<file path="src/rtl/mem_arbiter.sv">
// mem_arbiter: shares one memory port between instruction fetch and data load/store.
// Latency: 3 cycles request-to-ready at zero-wait memory (grant, valid, ready pulse); one transaction in flight.
// Backpressure: requests are held until their ready pulse; MEM_ARBITER_STARVE_GUARD_EN bounds data-over-instr priority.
module mem_arbiter #(
    parameter int ADDR_W       = 64,
    parameter int DATA_W       = 64,
    parameter int STARVE_LIMIT = 4
) (
    input  logic                clk,
    input  logic                rst,
    input  logic                instr_read_in,
    input  logic [ADDR_W-1:0]   instr_address_in,
    input  logic                instr_flush_in,
    output logic                instr_ready_out,
    output logic [DATA_W-1:0]   instr_read_value_out,
    input  logic                data_read_in,
    input  logic                data_write_in,
    input  logic [ADDR_W-1:0]   data_address_in,
    input  logic [DATA_W-1:0]   data_write_value_in,
    input  logic [DATA_W/8-1:0] data_write_mask_in,
    output logic                data_ready_out,
    output logic [DATA_W-1:0]   data_read_value_out,
    output logic                mem_valid_out,
    output logic                mem_write_out,
    output logic [ADDR_W-1:0]   mem_address_out,
    output logic [DATA_W-1:0]   mem_write_value_out,
    output logic [DATA_W/8-1:0] mem_write_mask_out,
    input  logic                mem_ready_in,
    input  logic [DATA_W-1:0]   mem_read_value_in,
    output logic                stall_out
);
    typedef enum logic [1:0] {IDLE, INSTR, DATA} state_t;

    state_t state;
    logic   flushed;
    logic   data_req;
    logic   instr_req;
    logic   instr_first;
    logic   grant_data;
    logic   grant_instr;

    assign data_req    = data_read_in | data_write_in;
    assign instr_req   = instr_read_in & ~instr_flush_in;
    assign grant_data  = (state == IDLE) && data_req && !instr_first;
    assign grant_instr = (state == IDLE) && instr_req && !grant_data;
    assign stall_out   = instr_read_in & ~instr_ready_out;

`ifdef MEM_ARBITER_STARVE_GUARD_EN
    localparam int CNT_W = $clog2(STARVE_LIMIT + 1);
    logic [CNT_W-1:0] starve_cnt;

    assign instr_first = instr_req && (starve_cnt >= CNT_W'(STARVE_LIMIT));

    // Counts data grants taken while a fetch was left waiting; saturates at the limit.
    always_ff @(posedge clk or posedge rst) begin
        if (rst) begin
            starve_cnt <= '0;
        end else if (grant_instr) begin
            starve_cnt <= '0;
        end else if (grant_data && instr_read_in && (starve_cnt < CNT_W'(STARVE_LIMIT))) begin
            starve_cnt <= starve_cnt + 1'b1;
        end
    end
`else
    // STARVE_LIMIT is inert here: data always wins.
    assign instr_first = (STARVE_LIMIT < 0);
`endif

    always_ff @(posedge clk or posedge rst) begin
        if (rst) begin
            state                <= IDLE;
            flushed              <= 1'b0;
            mem_valid_out        <= 1'b0;
            mem_write_out        <= 1'b0;
            mem_address_out      <= '0;
            mem_write_value_out  <= '0;
            mem_write_mask_out   <= '0;
            instr_ready_out      <= 1'b0;
            data_ready_out       <= 1'b0;
            instr_read_value_out <= '0;
            data_read_value_out  <= '0;
        end else begin
            instr_ready_out <= 1'b0;
            data_ready_out  <= 1'b0;
            case (state)
                IDLE: begin
                    if (grant_data) begin
                        state               <= DATA;
                        mem_valid_out       <= 1'b1;
                        mem_write_out       <= data_write_in;
                        mem_address_out     <= data_address_in;
                        mem_write_value_out <= data_write_value_in;
                        mem_write_mask_out  <= data_write_mask_in;
                    end else if (grant_instr) begin
                        state               <= INSTR;
                        flushed             <= 1'b0;
                        mem_valid_out       <= 1'b1;
                        mem_write_out       <= 1'b0;
                        mem_address_out     <= instr_address_in;
                        mem_write_value_out <= '0;
                        mem_write_mask_out  <= '0;
                    end
                end
                INSTR: begin
                    if (instr_flush_in) begin
                        flushed <= 1'b1;
                    end
                    // A flushed fetch still finishes on the bus but is never reported.
                    if (mem_ready_in) begin
                        state         <= IDLE;
                        mem_valid_out <= 1'b0;
                        if (!(flushed || instr_flush_in)) begin
                            instr_read_value_out <= mem_read_value_in;
                            instr_ready_out      <= 1'b1;
                        end
                    end
                end
                DATA: begin
                    if (mem_ready_in) begin
                        state          <= IDLE;
                        mem_valid_out  <= 1'b0;
                        data_ready_out <= 1'b1;
                        if (!mem_write_out) begin
                            data_read_value_out <= mem_read_value_in;
                        end
                    end
                end
                default: state <= IDLE;
            endcase
        end
    end

    a_rw_exclusive: assert property (@(posedge clk) disable iff (rst) !(data_read_in && data_write_in));

endmodule

</file>
<file path="config.mk">
export PLATFORM = sky130hd
export DESIGN_NAME = mem_arbiter
export DESIGN_NICKNAME = d
export VERILOG_FILES = /design/src/rtl/mem_arbiter.sv
export SDC_FILE = /design/constraint.sdc
export NUM_CORES = 1
export LEC_CHECK = 0
export CAP_MARGIN = 0
export CORE_AREA = 2 2 209 211
export DETAILED_ROUTE_END_ITERATION = 6
export DIE_AREA = 0 0 211 213
export GPL_TIMING_DRIVEN = 0
export HOLD_SLACK_MARGIN = 0.02
export PLACE_DENSITY = 0.66
export SLEW_MARGIN = 10
export SYNTH_ARGS = -nofsm -noshare
export SYNTH_HDL_FRONTEND = slang
export SYNTH_SLANG_ARGS = --single-unit
export TNS_END_PERCENT = 30
</file>
<file path="constraint.sdc">
create_clock -name clk -period 13.7 [get_ports clk]
set_clock_uncertainty 0.15 [all_clocks]
set_input_delay 4.11 -clock clk [delete_from_list [all_inputs] [get_ports clk]]
set_output_delay 4.11 -clock clk [all_outputs]
set_load 0.01 [all_outputs]
</file>
==> results of run 1 <==
-- power by group --
group	internal, mW	leakage (nW)	total [mW]	switching [mW]
Clock	0.493	0.489	0.812	0.319
Sequential	1.19	3.29	1.42	0.228
Combinational	1.14	3.61	1.88	0.734
-- per-stage QoR --
stage	hold WS [ns]	setup WS (ns)	instance area, um2	TNS, ns
5_1_grt	0.363	3.98	17700	0
3_3_place_gp	0.336	-1.67	16700	-446.37
3_5_place_dp	0.340	4.04	16700	0
4_1_cts	0.355	4.04	17700	0
6_report	0.350	4.05	17700	0
2_1_floorplan	0.369	1.97	10600	0
-- layout make-up --
| class | count | area, um2 |
|---|---|---|
| timing repair buffer | 541 | 5450 |
| clock inverter | 8 | 118 |
| clock buffer | 45 | 876 |
| fill | 4036 | 25000 |
| inverter | 5 | 26.3 |
| tap | 546 | 683 |
| multi-input combinational | 357 | 3420 |
| antenna | 1 | 2.50 |
| sequential | 271 | 6780 |
| buffer | 49 | 354 |
-- cells in the mapped netlist (all sizes together) --
master     n  share of area
a211o      1        0.00083
a21o       2         0.0014
a21oi      2         0.0020
a22o      74          0.061
a2bb2oi    1        0.00083
and2       1        0.00059
buf       37          0.029
clkbuf    12         0.0043
dfrtp    271           0.64
ha         4         0.0047
inv        5         0.0018
mux2     128           0.14
nand2b     3         0.0018
nand3      2        0.00095
nor2       2        0.00095
nor2b      2         0.0012
nor3b      1         0.0012
nor4b      1         0.0014
o21a       1        0.00071
o21ai      3         0.0014
o221a     63          0.067
o22ai      2         0.0012
or2       63          0.037
or3        1        0.00059
-- registers in the layout (all words and copies together), names as in the netlist --
signal,cells
data_read_value_out,64
data_ready_out,1
flushed,1
instr_read_value_out,64
instr_ready_out,1
mem_address_out,64
mem_valid_out,1
mem_write_mask_out,8
mem_write_out,1
mem_write_value_out,64
state,2
-- cell families after synthesis --
group	synth area share
AOI/OAI and AO/OA	0.137
adders and majority gates	0.00473
DFF	0.641
buffers and inverters	0.0352
and+or+nand+nor	0.0459
muxes	0.136
-- per-layer routing --
layer	share of wire	global-route usage
met1	0.39	0.180
met2	0.49	0.267
met3	0.085	0.0488
met4	0.030	0.0549
met5	0.00030	0
-- worst max-delay path, delay by kind of cell --
family	cells	cell delay (ns)
simple gates	1	0.16
buf+inv	2	1.12
-- worst min path at each step --
stage                              endpoint  slack (ns)               startpoint
floorplan                           flushed        0.37                  flushed
global placement     data_read_value_out[7]        0.34   data_read_value_out[7]
detailed placement  mem_write_value_out[57]        0.34  mem_write_value_out[57]
CTS                 data_read_value_out[35]        0.36  data_read_value_out[35]
global route        data_read_value_out[54]        0.36  data_read_value_out[54]
finish              mem_write_value_out[52]        0.35  mem_write_value_out[52]
==> results.md, run 1 <==
* Total Routed Length at 36,200 um
* Kind of path behind the tightest hold check: reg2reg
* Effective utilization at floorplan at 0.248
* Clk buf depth at 3
* Unrepaired setup endpoints after global routing: false
* Nets in the synthesized netlist at 957
* Syn Area/Cell at 15.5 um2
* DRC violation count after routing at 0
* Detailed placer's ending HPWL at 28,000 um
* Critical path endpoint: stall_out
* Max-slew violation count at 0
* IO Pins at 540
* Cells on Worst Hold Path at 1
* Core utilization of the finished layout at 0.415
* Final min period at 9.65 ns
* Antenna viol nets, final at 0
* Starting DRT DRC Count at 293
* Timing startpoint of the critical path: instr_read_in
* Per-cell routed wire length at 19.9 um
* Number of nets in the layout at 1,529
* Sequential area share after synthesis at 0.641
* Clock-pin transition on the worst setup and hold timing paths at 0.06 ns
* Slowest cell on crit path: sky130_fd_sc_hd__clkdlybuf4s50_1
* Worst vdd rail ir drop at 0.0000994 V
* Cell Count Post-Placement at 1,769
* Postcts setup bufs at 0
* Global-route usage over all layers at 0.155
* Antenna violations before repair at 2
* Master cell of the clock root buffer: sky130_fd_sc_hd__clkbuf_16
* Worst flop-to-flop path endpoint: mem_write_value_out[32]
* Final Total Pwr at 4.11 mW
* Worst Path Required at 9.44 ns
* Max Fclk at 104 MHz
* Critical path arrival at 5.39 ns
* Sort of element at the start of the critical path: primary input
* Non-Filler Instances at 1,823
* Share of layout cells above drive strength 1 at 0.267
* Slowest cell delay on critical path at 0.58 ns
* Crit Path Category: in2out
* Cell count of the worst reg-to-reg path at 6
* Number of H-tree levels at 1
* Core outline area at 42,700 um2
* Result of the run: finished clean
* Via count of the first global-routing pass at 8,573
* Setup slack of the worst register-to-register path at 11.31 ns
* Ratio of final minimum period to clock period at 0.704
* Die extent in y at 213 um
* Flops & latches, synth at 271
* Top library cells by usage in the layout, fill and taps aside: 539 x sky130_fd_sc_hd__clkdlybuf4s50_1, 271 x sky130_fd_sc_hd__dfrtp_1, 128 x sky130_fd_sc_hd__mux2_2
* Vias at 8,043
* Number of placement rows at 76
* Combined area of all synthesized cells at 10,600 um2
* CTS resizes at 0
* Clock tree from TritonCTS: done
* Length of the first detailed-routing pass in iterations at 4
* Most used cell along the critical path: sky130_fd_sc_hd__clkdlybuf4s50_1
* Pin count of the biggest net entering global routing at 99
* Number of sinks driven by the clock tree at 271
* Power per standard cell area at 232 nW/um2
* Hold Buf Count CTS at 0
* Final setup violation count at 0
* Die Area at 44,900 um2
* Gate count after technology mapping at 682
* Transition time at the pin with the least slew margin at 0.933 ns
* Number of failing hold endpoints at the final stage at 0
* Source-to-sink clock delay at the later pin of the worst-skew pair at 0.55 ns
* Count of maximum capacitance violations at 0
* Number of vias per cell at 4.41
* Worst-path fanout max at 2
* Overflow left after global routing at 0
* Cells along the critical path: clkdlybuf4s50_1, nor2b_1, clkdlybuf4s50_1
* CP Capture Type: output pin
* Count of buffers from port buffering at 539
* Synthesis-to-layout area growth at 67.5%
* Startpoint of the worst-slack reg-to-reg timing path: state[0]
* CTS Buf Count at 29
* Static leakage at 7.39 nW
* Netlist cell types at 30
* Placer's final routability congestion estimate at 0.819
* Slew Limit Headroom at 0.374
* Leading cell type in the layout, fill and taps excluded: sky130_fd_sc_hd__clkdlybuf4s50_1
* Overall die width at 211 um
* First-pass GRT wire length at 52,700 um
* Synth Warn # at 0
Note: power is estimated with default switching activity, not from simulation.
==> run 2, diff against run 1 <==
==> constraint.sdc (replaced) <==
create_clock -name clk -period 9.6 [get_ports clk]
set_clock_uncertainty 0.15 [all_clocks]
set_input_delay 2.88 -clock clk [delete_from_list [all_inputs] [get_ports clk]]
set_output_delay 2.88 -clock clk [all_outputs]
set_load 0.01 [all_outputs]
==> run 2 against run 1 <==
Sequential share of layout area decreased by 0.46 points. Routed wire length is 0.28% higher. Core utilization increased by 0.50 points. Combinational power rose by 43%. Final area is 1.2% higher. Cell count is 0.55% higher. Critical endpoint unchanged. Clock power grew 56%.
==> results.md, run 2 (synthesized netlist as in run 1, its figures left out) <==
* Result of the run: finished clean
* Crit Path Category: in2out
* Cell family with most CP delay: buffers and inverters
* Max Fclk at 138 MHz
* Share of layout cells above drive strength 1 at 0.277 (+0.00980)
* Number of vias per cell at 4.45 (+0.89%)
* Cell area after layout at 17,900 um2 (+1.2%)
* Die extent in y at 213 um (unchanged)
* Final Total Pwr at 5.98 mW (+45%)
* Slowest cell delay on critical path at 0.62 ns (+0.04 ns)
* CTS resizes at 0 (unchanged)
* Pin count of the biggest net entering global routing at 38 (-62%)
* Antenna viol nets, final at 0 (unchanged)
* Placement-stage cell area at 16,800 um2 (+0.65%)
* Most used cell along the critical path: sky130_fd_sc_hd__clkdlybuf4s50_1
* Die Area at 44,900 um2 (unchanged)
* Global-route usage over all layers at 0.153 (-0.00129)
* Kind of path behind the tightest hold check: reg2reg
* Number of nets in the layout at 1,537 (+0.52%)
* Detailed placer's ending HPWL at 28,100 um (+0.22%)
* Slowest cell on crit path: sky130_fd_sc_hd__clkdlybuf4s50_1
* Length of the first detailed-routing pass in iterations at 4 (unchanged)
* Placer's final routability congestion estimate at 0.825 (+0.71%)
* Master cell of the clock root buffer: sky130_fd_sc_hd__clkbuf_16
* Cells along the critical path: clkdlybuf4s50_1, nor2b_1, clkdlybuf4s50_1
* Overall die width at 211 um (unchanged)
* Number of failing hold endpoints at the final stage at 0 (unchanged)
* Clk buf depth at 3 (unchanged)
* Worst-case setup margin in the final layout at 2.36 ns (-1.68 ns)
* # fillers at 4,008 (-0.69%)
* Worst Path Required at 6.57 ns (-2.87 ns)
* Source-to-sink clock delay at the later pin of the worst-skew pair at 0.56 ns (about the same)
* CTS Buf Count at 31 (+6.9%)
* Clock tree from TritonCTS: done
* Vias at 8,159 (+1.4%)
* Total Routed Length at 36,300 um (+0.28%)
* Slew Limit Headroom at 0.400 (+0.0263)
* Sort of element at the start of the critical path: primary input
* Unrepaired setup endpoints after global routing: false
* Bufs and invs on worst path at 2 (unchanged)
* Transition time at the pin with the least slew margin at 0.893 ns (-0.0392 ns)
* Final setup violation count at 0 (unchanged)
* First-pass GRT wire length at 53,000 um (+0.63%)
* Worst vdd rail ir drop at 0.000154 V (+55%)
* Critical path arrival at 4.21 ns (-1.18 ns)
* Clock-pin transition on the worst setup and hold timing paths at 0.06 ns (about the same)
* Leading cell type in the layout, fill and taps excluded: sky130_fd_sc_hd__clkdlybuf4s50_1
* Synthesis-to-layout area growth at 69.5%
* Max-slew violation count at 0 (unchanged)
* Count of buffers from port buffering at 539 (unchanged)
* Number of H-tree levels at 1 (unchanged)
* Count of maximum capacitance violations at 0 (unchanged)
* Postcts setup bufs at 0 (unchanged)
* Per-cell routed wire length at 19.8 um (-0.26%)
* Static leakage at 7.49 nW (+1.4%)
* Total negative setup slack at 0 ns (unchanged)
* Top library cells by usage in the layout, fill and taps aside: 539 x sky130_fd_sc_hd__clkdlybuf4s50_1, 271 x sky130_fd_sc_hd__dfrtp_1, 128 x sky130_fd_sc_hd__mux2_2
* Number of placement rows at 76 (unchanged)
* Starting DRT DRC Count at 401 (+37%)
* Hold Buf Count CTS at 0 (unchanged)
* Overflow left after global routing at 0 (unchanged)
* Worst-path fanout max at 2 (unchanged)
* Via count of the first global-routing pass at 8,721 (+1.7%)
* Effective utilization at floorplan at 0.248 (unchanged)
* IO Pins at 540 (unchanged)
* DRC violation count after routing at 0 (unchanged)
* CP Capture Type: output pin
* Power per standard cell area at 333 nW/um2 (+44%)
* Antenna violations before repair at 5 (+3)
* Ratio of final minimum period to clock period at 0.754
* Core outline area at 42,700 um2 (unchanged)
* Final min period at 7.24 ns
* Number of sinks driven by the clock tree at 271 (unchanged)
* Pre-CTS setup slack at 2.33 ns (-1.71 ns)
[run 2: cell count changes in the layout (fill, tap and decap cells not counted), sizes merged]
cell and change:
buf +6, bufinv +2, clkbuf -7, clkinv +4
clkinvlp +2, diode +1, inv +2
[run 2: final cells by class]
class                   count  area (um2)  share of cell area
diodes                      2        5.00            0.000279
plain buffers              49         354              0.0197
clock buffers              38         862              0.0481
clock inverters            18         235              0.0131
inverters                   5        22.5             0.00126
multi-input cells         357        3420               0.191
flip-flops and latches    271        6780               0.378
well taps                 546         683              0.0381
repair buffers            547        5560               0.310
[run 2: final timing paths]
path,from,to,slack (ns),cells past startpoint
min,data_read_value_out[34],data_read_value_out[34],0.35,1
min in group asynchronous,rst,mem_write_value_out[44],2.55,2
max in group asynchronous,rst,data_read_value_out[7],5.75,5
min reg2reg,data_read_value_out[34],data_read_value_out[34],0.35,1
max reg2reg,state[1],mem_write_mask_out[5],7.20,6
max,instr_read_in,stall_out,2.36,3
[run 2: report_power, final]
part | switching [mW] | leakage [nW] | internal [mW]
clock | 0.499 | 0.542 | 0.772
sequential | 0.320 | 3.29 | 1.70
combinational | 1.05 | 3.66 | 1.64
[run 2: stage by stage]
step	cells	hold slack (ns)	utilization
3_3_place_gp	1767	0.335	0.390
4_1_cts	1831	0.355	0.420
6_report	1833	0.351	0.420
5_1_grt	1831	0.364	0.420
3_5_place_dp	1775	0.341	0.394
2_1_floorplan	682	0.369	-
[run 2: per-layer routing]
layer	wire, um	GRT usage
met1	14100	0.176
met5	35	0
met4	741	0.0427
met2	18200	0.271
met3	3280	0.0524
[run 2: worst reg2reg max path, stage by stage (launching register included)]
cell and delay [ns]:
sky130_fd_sc_hd__dfrtp_1 0.40, sky130_fd_sc_hd__inv_1 0.11, sky130_fd_sc_hd__ha_1 0.28, sky130_fd_sc_hd__inv_1 0.18, sky130_fd_sc_hd__nor2_2 0.48, sky130_fd_sc_hd__clkbuf_1 0.50, sky130_fd_sc_hd__a22o_1 0.23
